===== config.mk =====
export PLATFORM = sky130hd
export DESIGN_NAME = des_sbox_compress_flat
export DESIGN_NICKNAME = d
export VERILOG_FILES = /design/src/rtl/des_sbox_compress_pkg.sv /design/src/rtl/des_sbox_compress_if.sv /design/src/rtl/des_sbox_compress_lookup.sv /design/src/rtl/des_sbox_compress.sv /design/src/flat_wrapper.sv
export SDC_FILE = /design/constraint.sdc
export NUM_CORES = 1
export LEC_CHECK = 0
export BUFFER_PORTS_ARGS = -buffer_cell sky130_fd_sc_hd__buf_2
export CAP_MARGIN = 5
export CORE_MARGIN = 2
export CORE_UTILIZATION = 55
export CTS_BUF_LIST = sky130_fd_sc_hd__clkbuf_4 sky130_fd_sc_hd__clkbuf_8 sky130_fd_sc_hd__clkbuf_16
export DETAILED_ROUTE_END_ITERATION = 10
export MAX_ROUTING_LAYER = met4
export PLACE_DENSITY = 0.81
export SYNTH_ARGS = -nofsm -noshare
export SYNTH_HDL_FRONTEND = slang
export SYNTH_HIERARCHICAL = 1
export SYNTH_SLANG_ARGS = --single-unit

===== constraint.sdc =====
create_clock -name clk -period 12.65 [get_ports clk]
set_clock_uncertainty 0.2 [all_clocks]
set_input_delay 1.8975 -clock clk [delete_from_list [all_inputs] [get_ports clk]]
set_output_delay 1.8975 -clock clk [all_outputs]
set_load 0.03 [all_outputs]

===== src/rtl/des_sbox_compress_pkg.sv =====
// Shared DES constants for the S-box compression stage: S-box and P tables,
// the controller state type, and the P permutation helper.
// DES numbers bits from the MSB, so DES bit n of a W-bit word is vector bit [W-1-n].
package des_pkg;

    localparam int DES_W_OUT = 32;
    localparam int DES_W_IN  = 48;
    localparam int CHUNK_W   = 6;
    localparam int NIB_W     = 4;

    // One 256-bit row-major word per S-box (S1 first). The leftmost nibble is row 0, column 0.
    localparam logic [255:0] SBOX [0:7] = '{
        256'hE4D12FB83A6C59070F74E2D1A6CB953841E8D62BFC973A50FC8249175BE3A06D,
        256'hF18E6B34972DC05A3D47F28EC01A69B50E7BA4D158C6932FD8A13F42B67C05E9,
        256'hA09E63F51DC7B428D709346A285ECBF1D6498F30B12C5AE71AD069874FE3B52C,
        256'h7DE3069A1285BC4FD8B56F03472C1AE9A690CB7DF13E52843F06A1D8945BC72E,
        256'h2C417AB6853FD0E9EB2C47D150FA3986421BAD78F9C5630EB8C71E2D6F09A453,
        256'hC1AF92680D34E75BAF427C9561DE0B389EF528C3704A1DB6432C95FABE17608D,
        256'h4B2EF08D3C975A61D0B7491AE35C2F8614BDC37EAF6805926BD814A7950FE23C,
        256'hD2846FB1A93E50C71FD8A374C56B0E927B419CE206ADF35821E74A8DFC90356B
    };

    // P permutation, 1-based source positions in DES bit order.
    localparam logic [5:0] P_TABLE [0:31] = '{
        6'd16, 6'd7,  6'd20, 6'd21, 6'd29, 6'd12, 6'd28, 6'd17,
        6'd1,  6'd15, 6'd23, 6'd26, 6'd5,  6'd18, 6'd31, 6'd10,
        6'd2,  6'd8,  6'd24, 6'd14, 6'd32, 6'd27, 6'd3,  6'd9,
        6'd19, 6'd13, 6'd30, 6'd6,  6'd22, 6'd11, 6'd4,  6'd25
    };

    typedef enum logic [1:0] {
        IDLE = 2'd0,
        BUSY = 2'd1,
        DONE = 2'd2
    } state_e;

    // Table lookup: idx 0..7 selects S1..S8.
    function automatic logic [NIB_W-1:0] sbox_val(input logic [2:0] idx,
                                                  input logic [1:0] row,
                                                  input logic [3:0] col);
        logic [255:0] tbl;
        tbl = SBOX[idx];
        return tbl[255 - NIB_W * int'({row, col}) -: NIB_W];
    endfunction

    // DES P permutation: output DES bit i takes input DES bit P_TABLE[i]-1.
    function automatic logic [DES_W_OUT-1:0] p_perm(input logic [DES_W_OUT-1:0] x);
        logic [DES_W_OUT-1:0] res;
        res = '0;
        for (int i = 0; i < DES_W_OUT; i++) begin
            res[DES_W_OUT-1-i] = x[DES_W_OUT - int'(P_TABLE[i])];
        end
        return res;
    endfunction

endpackage


===== src/rtl/des_sbox_compress_if.sv =====
// Valid/ready bus of the S-box compression stage: producer side (in_*),
// consumer side (out_*) and the busy status flag.
interface des_sbox_compress_if;
    import des_pkg::*;

    logic                 in_valid;
    logic                 in_ready;
    logic [DES_W_IN-1:0]  in_data;
    logic                 out_valid;
    logic                 out_ready;
    logic [DES_W_OUT-1:0] out_data;
    logic                 busy;

    modport slave (
        input  in_valid, in_data, out_ready,
        output in_ready, out_valid, out_data, busy
    );

    modport master (
        output in_valid, in_data, out_ready,
        input  in_ready, out_valid, out_data, busy
    );

endinterface


===== src/rtl/des_sbox_compress_lookup.sv =====
// One DES S-box: the outer chunk bits select the row, the inner four select the column.
module des_sbox_lookup
    import des_pkg::*;
(
    input  logic [2:0]         sel,
    input  logic [CHUNK_W-1:0] chunk,
    output logic [NIB_W-1:0]   nibble
);

    // Row = {DES bit 0, DES bit 5}, column = DES bits 1..4.
    always_comb begin
        nibble = sbox_val(sel, {chunk[5], chunk[0]}, chunk[4:1]);
    end

endmodule


===== src/rtl/des_sbox_compress.sv =====
// Iterative S1..S8 + P compression of the DES f function. SBOX_PER_CYCLE
// S-boxes are evaluated per clock, so one word takes 8/SBOX_PER_CYCLE clocks.
module des_sbox_compress
    import des_pkg::*;
#(
    parameter int SBOX_PER_CYCLE = 1
) (
    input  logic               clk,
    input  logic               n_rst,
    des_sbox_compress_if.slave bus
);

    localparam int NUM_STEPS = 8 / SBOX_PER_CYCLE;

    generate
        if (!(SBOX_PER_CYCLE == 1 || SBOX_PER_CYCLE == 2 ||
              SBOX_PER_CYCLE == 4 || SBOX_PER_CYCLE == 8)) begin : g_bad_param
            $error("des_sbox_compress: SBOX_PER_CYCLE must be 1, 2, 4 or 8");
        end
    endgenerate

    state_e               state_q, state_d;
    logic [DES_W_IN-1:0]  data_q, data_d;
    logic [2:0]           step_q, step_d;
    logic [DES_W_OUT-1:0] acc_q, acc_d;
    logic [DES_W_OUT-1:0] out_q, out_d;
    logic [DES_W_OUT-1:0] acc_upd_s;
    logic                 in_ready_s;
    logic                 last_step_s;
    logic [2:0]           sel_s [SBOX_PER_CYCLE];
    logic [NIB_W-1:0]     nib_s [SBOX_PER_CYCLE];

    for (genvar j = 0; j < SBOX_PER_CYCLE; j++) begin : g_lut
        assign sel_s[j] = 3'(int'(step_q) * SBOX_PER_CYCLE + j);

        des_sbox_lookup u_lut (
            .sel    (sel_s[j]),
            .chunk  (data_q[DES_W_IN-1 - CHUNK_W*int'(sel_s[j]) -: CHUNK_W]),
            .nibble (nib_s[j])
        );
    end

    assign last_step_s = (step_q == 3'(NUM_STEPS - 1));

    // Merge this step's nibbles into the accumulator at their DES positions.
    always_comb begin
        acc_upd_s = acc_q;
        for (int j = 0; j < SBOX_PER_CYCLE; j++) begin
            acc_upd_s[DES_W_OUT-1 - NIB_W*int'(sel_s[j]) -: NIB_W] = nib_s[j];
        end
    end

    // Controller next state: capture in IDLE (or DONE on handshake), iterate in BUSY.
    always_comb begin
        state_d    = state_q;
        data_d     = data_q;
        step_d     = step_q;
        acc_d      = acc_q;
        out_d      = out_q;
        in_ready_s = 1'b0;
        case (state_q)
            IDLE: begin
                in_ready_s = 1'b1;
                if (bus.in_valid) begin
                    data_d  = bus.in_data;
                    step_d  = 3'd0;
                    acc_d   = '0;
                    state_d = BUSY;
                end else begin
                    state_d = IDLE;
                end
            end
            BUSY: begin
                acc_d = acc_upd_s;
                if (last_step_s) begin
                    out_d   = p_perm(acc_upd_s);
                    step_d  = 3'd0;
                    state_d = DONE;
                end else begin
                    step_d  = step_q + 3'd1;
                end
            end
            DONE: begin
                // A new word can only enter on the same edge the result leaves.
                in_ready_s = bus.out_ready;
                if (bus.out_ready && bus.in_valid) begin
                    data_d  = bus.in_data;
                    step_d  = 3'd0;
                    acc_d   = '0;
                    state_d = BUSY;
                end else if (bus.out_ready) begin
                    state_d = IDLE;
                end else begin
                    state_d = DONE;
                end
            end
            default: begin
                state_d = IDLE;
            end
        endcase
    end

    // State, capture, step, accumulator and result registers.
    always_ff @(posedge clk or negedge n_rst) begin
        if (!n_rst) begin
            state_q <= IDLE;
            data_q  <= '0;
            step_q  <= 3'd0;
            acc_q   <= '0;
            out_q   <= '0;
        end else begin
            state_q <= state_d;
            data_q  <= data_d;
            step_q  <= step_d;
            acc_q   <= acc_d;
            out_q   <= out_d;
        end
    end

    assign bus.in_ready  = in_ready_s;
    assign bus.out_valid = (state_q == DONE);
    assign bus.busy      = (state_q == BUSY);
    assign bus.out_data  = out_q;

endmodule


===== src/flat_wrapper.sv =====
// flat-port wrapper written by rule: the top's interface ports become plain ports
module des_sbox_compress_flat import des_pkg::*;
#(
    parameter int SBOX_PER_CYCLE = 1
)
  (clk, n_rst, bus_in_valid, bus_in_data, bus_out_ready, bus_in_ready, bus_out_valid, bus_out_data, bus_busy);
  des_sbox_compress_if bus_i ();
  input  logic clk;
  input  logic n_rst;
  input wire logic [$bits(bus_i.in_valid)-1:0] bus_in_valid;
  input wire logic [$bits(bus_i.in_data)-1:0] bus_in_data;
  input wire logic [$bits(bus_i.out_ready)-1:0] bus_out_ready;
  output wire logic [$bits(bus_i.in_ready)-1:0] bus_in_ready;
  output wire logic [$bits(bus_i.out_valid)-1:0] bus_out_valid;
  output wire logic [$bits(bus_i.out_data)-1:0] bus_out_data;
  output wire logic [$bits(bus_i.busy)-1:0] bus_busy;
  assign bus_i.in_valid = bus_in_valid;
  assign bus_i.in_data = bus_in_data;
  assign bus_i.out_ready = bus_out_ready;
  assign bus_in_ready = bus_i.in_ready;
  assign bus_out_valid = bus_i.out_valid;
  assign bus_out_data = bus_i.out_data;
  assign bus_busy = bus_i.busy;
  des_sbox_compress #(.SBOX_PER_CYCLE(SBOX_PER_CYCLE)) u_core (.clk(clk), .n_rst(n_rst), .bus(bus_i));
endmodule

* After elaboration in Yosys (flattened, before gate mapping)
Memories as Yosys holds them, arrays and structs flattened.
Cells that the tools add are included.
** Storage, ports and cells
- Word-level logic and storage cells :: 50
- Register bits after elaboration :: 117
- Bits in read-only memories :: 2048
- Memories :: 1
- Input bits :: 52
- Output and inout bits :: 35
** Cells by class
- Reductions and logical operators :: 7
- Multiply operators :: 1
- Shift operators :: 4
- Bitwise operators :: 1
- Equal/unequal tests :: 6
- Order comparisons :: 1
- Multiplexer cells :: 19
- Add/subtract/negate cells :: 5
** Memory list
- (name not given) :: words 8, bits a word 256, rd ports 1, clocked after Yosys merged registers in 0, wr ports 0, line des_sbox_compress_pkg.sv:42 : tbl = SBOX[idx];
** Operators by type and width (count)
- $mux 256 :: 2
- $shiftx 259x9->4 :: 1
- $mux 48 :: 2
- $pmux 32 s3 :: 1
- $pmux 48 s2 :: 1
- $mux 32 :: 2
- $shiftx 53x32->6 :: 1
- $shift 4x33->35 const A :: 1
- $shiftx 4x33->35 :: 1
- $neg 32->33 :: 1
- $bwmux 32 :: 1
- $sub 7x32->32 const A :: 1
- $mux 3 :: 3
- $pmux 3 s3 :: 1
- $sub 8x8->9 const A :: 1
- $mux 2 :: 3
- $pmux 2 s3 :: 1
- $reduce_and 3->1 :: 2
- $sub 5x5->6 const A :: 1
- $mul 2x3->5 const A :: 1
- $ge 4x4->1 const B :: 1
- $ne 2x1->1 const B :: 2
- $not 3->4 :: 1
- $add 3x1->3 const B :: 1
- 11 further kinds :: 11

* Depth between registers and ports, before layout
- Word-level depth :: 8
- Gate-level depth with buffers :: 27
- Gate-level depth less buffers :: 19

* By module
The synthesis kept the hierarchy.
** By module, submodules not included
- des_sbox_compress :: instances 1, sequential area each 2827.7 µm², cells each 670, area each 6163.4 µm²
- des_sbox_lookup :: instances 1, sequential area each 0.0 µm², cells each 548, area each 3393.3 µm²

* Worst setup path after synthesis
No wires, ideal clock.
- Path type :: reg-to-reg
- From :: register u_core.step_q[1]
- To :: register u_core.out_q[8] (netlist: u_core/bus.out_data[8])
- Data required time :: 12.367 ns
- Cell stages (with the launch flop) :: 24
- Slack :: 7.435 ns
- Data arrival time :: 4.932 ns
- Clock period less this slack :: 5.215 ns
- Library setup time :: 0.083 ns
- Path buffers :: 6
- Cells stage by stage :: dfrtp_1 > ha_1 > fa_1 > xor2_4 > buf_2 > ha_1 > or2_2 > clkbuf_1 > o22a_1 > o211ai_1 > nand3_1 > o311ai_1 > buf_2 > clkbuf_1 > clkbuf_1 > o21ai_0 > o311a_1 > a311o_1 > nor3_1 > clkbuf_2 > nand2_1 > nor2_1 > a21oi_1 > o21ai_0
** RTL lines
- from (decl) :: line des_sbox_compress.sv:24 : logic [2:0] step_q, step_d;
- from (signal assigned) :: line des_sbox_compress.sv:114 : step_q <= step_d;
- to (signal assigned) :: line des_sbox_compress.sv:116 : out_q <= out_d;
- to (decl) :: line des_sbox_compress.sv:26 : logic [DES_W_OUT-1:0] out_q, out_d;

==> out/results.ini <==
[sta]
final-hold-violation-count=0
period_needed_ns=7.01
min_period_over_period_pct=55.4
slew_violations=0
worst_pin_slew_ns=0.981
finalSetupViolations=0
rsz0062_at_grt=false
slew_headroom_pct=34.6
fmax_ghz=0.143
fin_setup_tns_ns=0

[floorplanning]
rows=48
fp.dieH_um=136
die_area_um2=18400
coreArea_um2=17100
io_pins=87
start_util_pct=55.8
dieWidth_um=136

[logic_synthesis]
synth.avg_cell_area_um2=7.85
yosys-top-cells-area=dfrtp_1, nand2_1, o21ai_0, a21oi_1, mux2i_1
synth_top_area_cell=dfrtp_1
async_flop_share_pct=100
ys_ff_latch=113
synth-edff-count=0
syn-cell-area_um2=9560
yosysSeqAreaShare_pct=29.6
yosys.area.top_type_share_pct=29.6
synth_ff_type=dfrtp_1
ys_warn_count=6
netlist_instances=1218
ys_types=81
syn_nets=1295

[worst_setup_path]
crit_required_ns=12.78
critical_path_cell_count=20
cpMaxStageDelayCell=dfrtp_4
crit_chain=ha_1 > fa_1 > xor2_4 > ha_1 > nand3b_1 > or2_0 > or3_1 > o211ai_1 > buf_4 > clkinv_1 > buf_4 > or3_1 > o311a_1 > o21ai_0 > a2111o_1 > o221a_2 > nand2_1 > nor2_1 > a21oi_1 > o21ai_0
criticalPathCategory=reg -> reg
cp-start-kind=flop
path_buf_inv=3
reg2reg_from=u_core/step_q[0]
worstPathMaxFanout=69
crit_start=u_core/step_q[0]
slowest_delay_ns=0.67
crit_arrival_ns=7.14
ff2ff_path_depth=20
end_kind=flop
cp_top_family=compound AO/OA/AOI/OAI gates

[cells_and_area]
n_fill_cell=1469
syn_to_final_growth_pct=9.53
final_nets=1304
antenna_cells=0
drive_above_1_share_pct=15.2

[drt]
drt-initial-drc-count=1473
routed_wl_um=32600
drc_errors=0
ant_nets=0
viasPerCell=6.76
first_pass_iters=7
wl_per_cell_um=22.2
vias=9909

[cts]
cts_tree=done
clk_pin_slew_ns=0.06
cts_buffers=17
cts_sinks=113
cts_resized=0
clk_latency_ns=0.43
post_cts.repair.setup_buffers=0
clockBufferDepth=2
ctsHtreeMaxLevel=4
cts_root_buffer=clkbuf_16
hold_buffers=0

[global_route]
grt_start_max_net_pins=80
grt_pass1_vias=9245
antenna_found_initial=0
grt_use_total_pct=37.1
grt_pass1_wl_um=51400
grt_overflow=0

[hold_path]
hold_class=reg -> reg
hold_depth=2
min_from=u_core/bus.out_data[18]

[outcome]
status=complete, no violations

[place]
place.gp.congestion=1.07
hpwlAfterDp_um=21400
port_buffers=86

[flow_run]
drv_cap=0

routing by layer:
layer	vias up	track usage (%)	part of all wire, %
li1	4446	-	-
met1	4647	47.5	40
met2	655	54.1	45
met3	161	7.68	9.4
met4	0	22.6	6.2
met5	-	-	0
flip-flops by register name, indices dropped and copies added (netlist names):
register / flops
u_core/state_q: 2
u_core/bus.out_data: 32
u_core/step_q: 3
u_core/acc_q: 28
u_core/data_q: 48
placed cells by master, fill, tap and decap left out, types with 7 or more instances in the layout:
cell,Yosys,final
nand2_1,246,245
dfrtp_1,113,111
o21ai_0,101,100
buf_2,40,85
a21oi_1,77,77
nor2_1,61,61
nand3_1,57,57
nor2b_1,40,40
mux2i_1,35,35
nor3_1,31,31
buf_4,9,25
ha_1,24,24
nand2b_1,24,23
a31oi_1,21,21
o211ai_1,18,18
clkbuf_16,0,17
a211oi_1,16,16
mux2_2,15,15
inv_1,14,14
a22o_1,12,12
o31ai_1,11,11
inv_6,0,9
mux4_1,9,9
o22a_1,8,8
a221oi_1,8,8
or2_2,7,7
a32oi_1,7,7
a311oi_1,7,7
o2111ai_1,7,7
worst paths after layout:
| path | to | slack (ns) |
|---|---|---|
| setup / recovery | u_core/acc_q[8] | 5.64 |
| hold / removal | u_core/bus.out_data[18] | 0.28 |
| setup reg to reg | u_core/acc_q[8] | 5.64 |
| hold reg to reg | u_core/bus.out_data[18] | 0.28 |
| max in group asynchronous | u_core/data_q[4] | 9.69 |
| min in group asynchronous | u_core/acc_q[18] | 1.24 |
worst reg2reg max path, cell delays in order (launching register included):
cell and delay [ns]:
dfrtp_4 0.67, ha_1 0.36, fa_1 0.45, xor2_4 0.44
ha_1 0.44, nand3b_1 0.28, or2_0 0.28, or3_1 0.31
o211ai_1 0.10, buf_4 0.55, clkinv_1 0.26, buf_4 0.32
or3_1 0.45, o311a_1 0.14, o21ai_0 0.57, a2111o_1 0.25
o221a_2 0.32, nand2_1 0.13, nor2_1 0.13, a21oi_1 0.07
o21ai_0 0.18
Yosys cell counts (24+ instances only):
cell type / instances
nand2_1: 246
dfrtp_1: 113
o21ai_0: 101
a21oi_1: 77
nor2_1: 61
nand3_1: 57
clkbuf_1: 55
buf_2: 40
nor2b_1: 40
mux2i_1: 35
nor3_1: 31
ha_1: 24
nand2b_1: 24
through the flow:
stage | instance area [um^2] | cells | hold slack (ns) | utilization [%] | setup slack [ns]
after CTS | 10500 | 1465 | 0.283 | 61.2 | 5.84
after global routing | 10500 | 1465 | 0.317 | 61.2 | 5.29
after detailed placement | 9870 | 1433 | 0.265 | 57.7 | 5.86
after global placement | 9870 | 1433 | 0.259 | 57.7 | 6.00
final | 10500 | 1465 | 0.279 | 61.2 | 5.64
after floorplan | 9560 | 1218 | 0.258 | - | 7.44
kinds of logic (layout without fill, tap and decap cells):
kind of cell,Yosys count,after routing,share of synthesized area [%]
AOI/OAI and AO/OA,364,364,25.4
DFF,113,113,29.6
adders and majority gates,25,25,3.35
muxes,64,64,9.01
xor gates and xnor gates,5,5,0.655
and+or+nand+nor,511,511,24.9
buffers and inverters,136,158,7.07
layout make-up:
type                            instances  area, um^2  area share (%)
Sequential cell                       113        2830            27.1
Timing Repair Buffer                  110         613            5.86
Clock buffer                           19         453            4.33
Tap cell                              225         282            2.69
Clock inverter                         13         140            1.34
Multi-Input combinational cell        969        6090            58.2
Inverter                               16        60.1           0.574
Power is left out: the tool's default activity adds up to more than one toggle a clock period on the data nets, which glitch-free logic cannot reach.
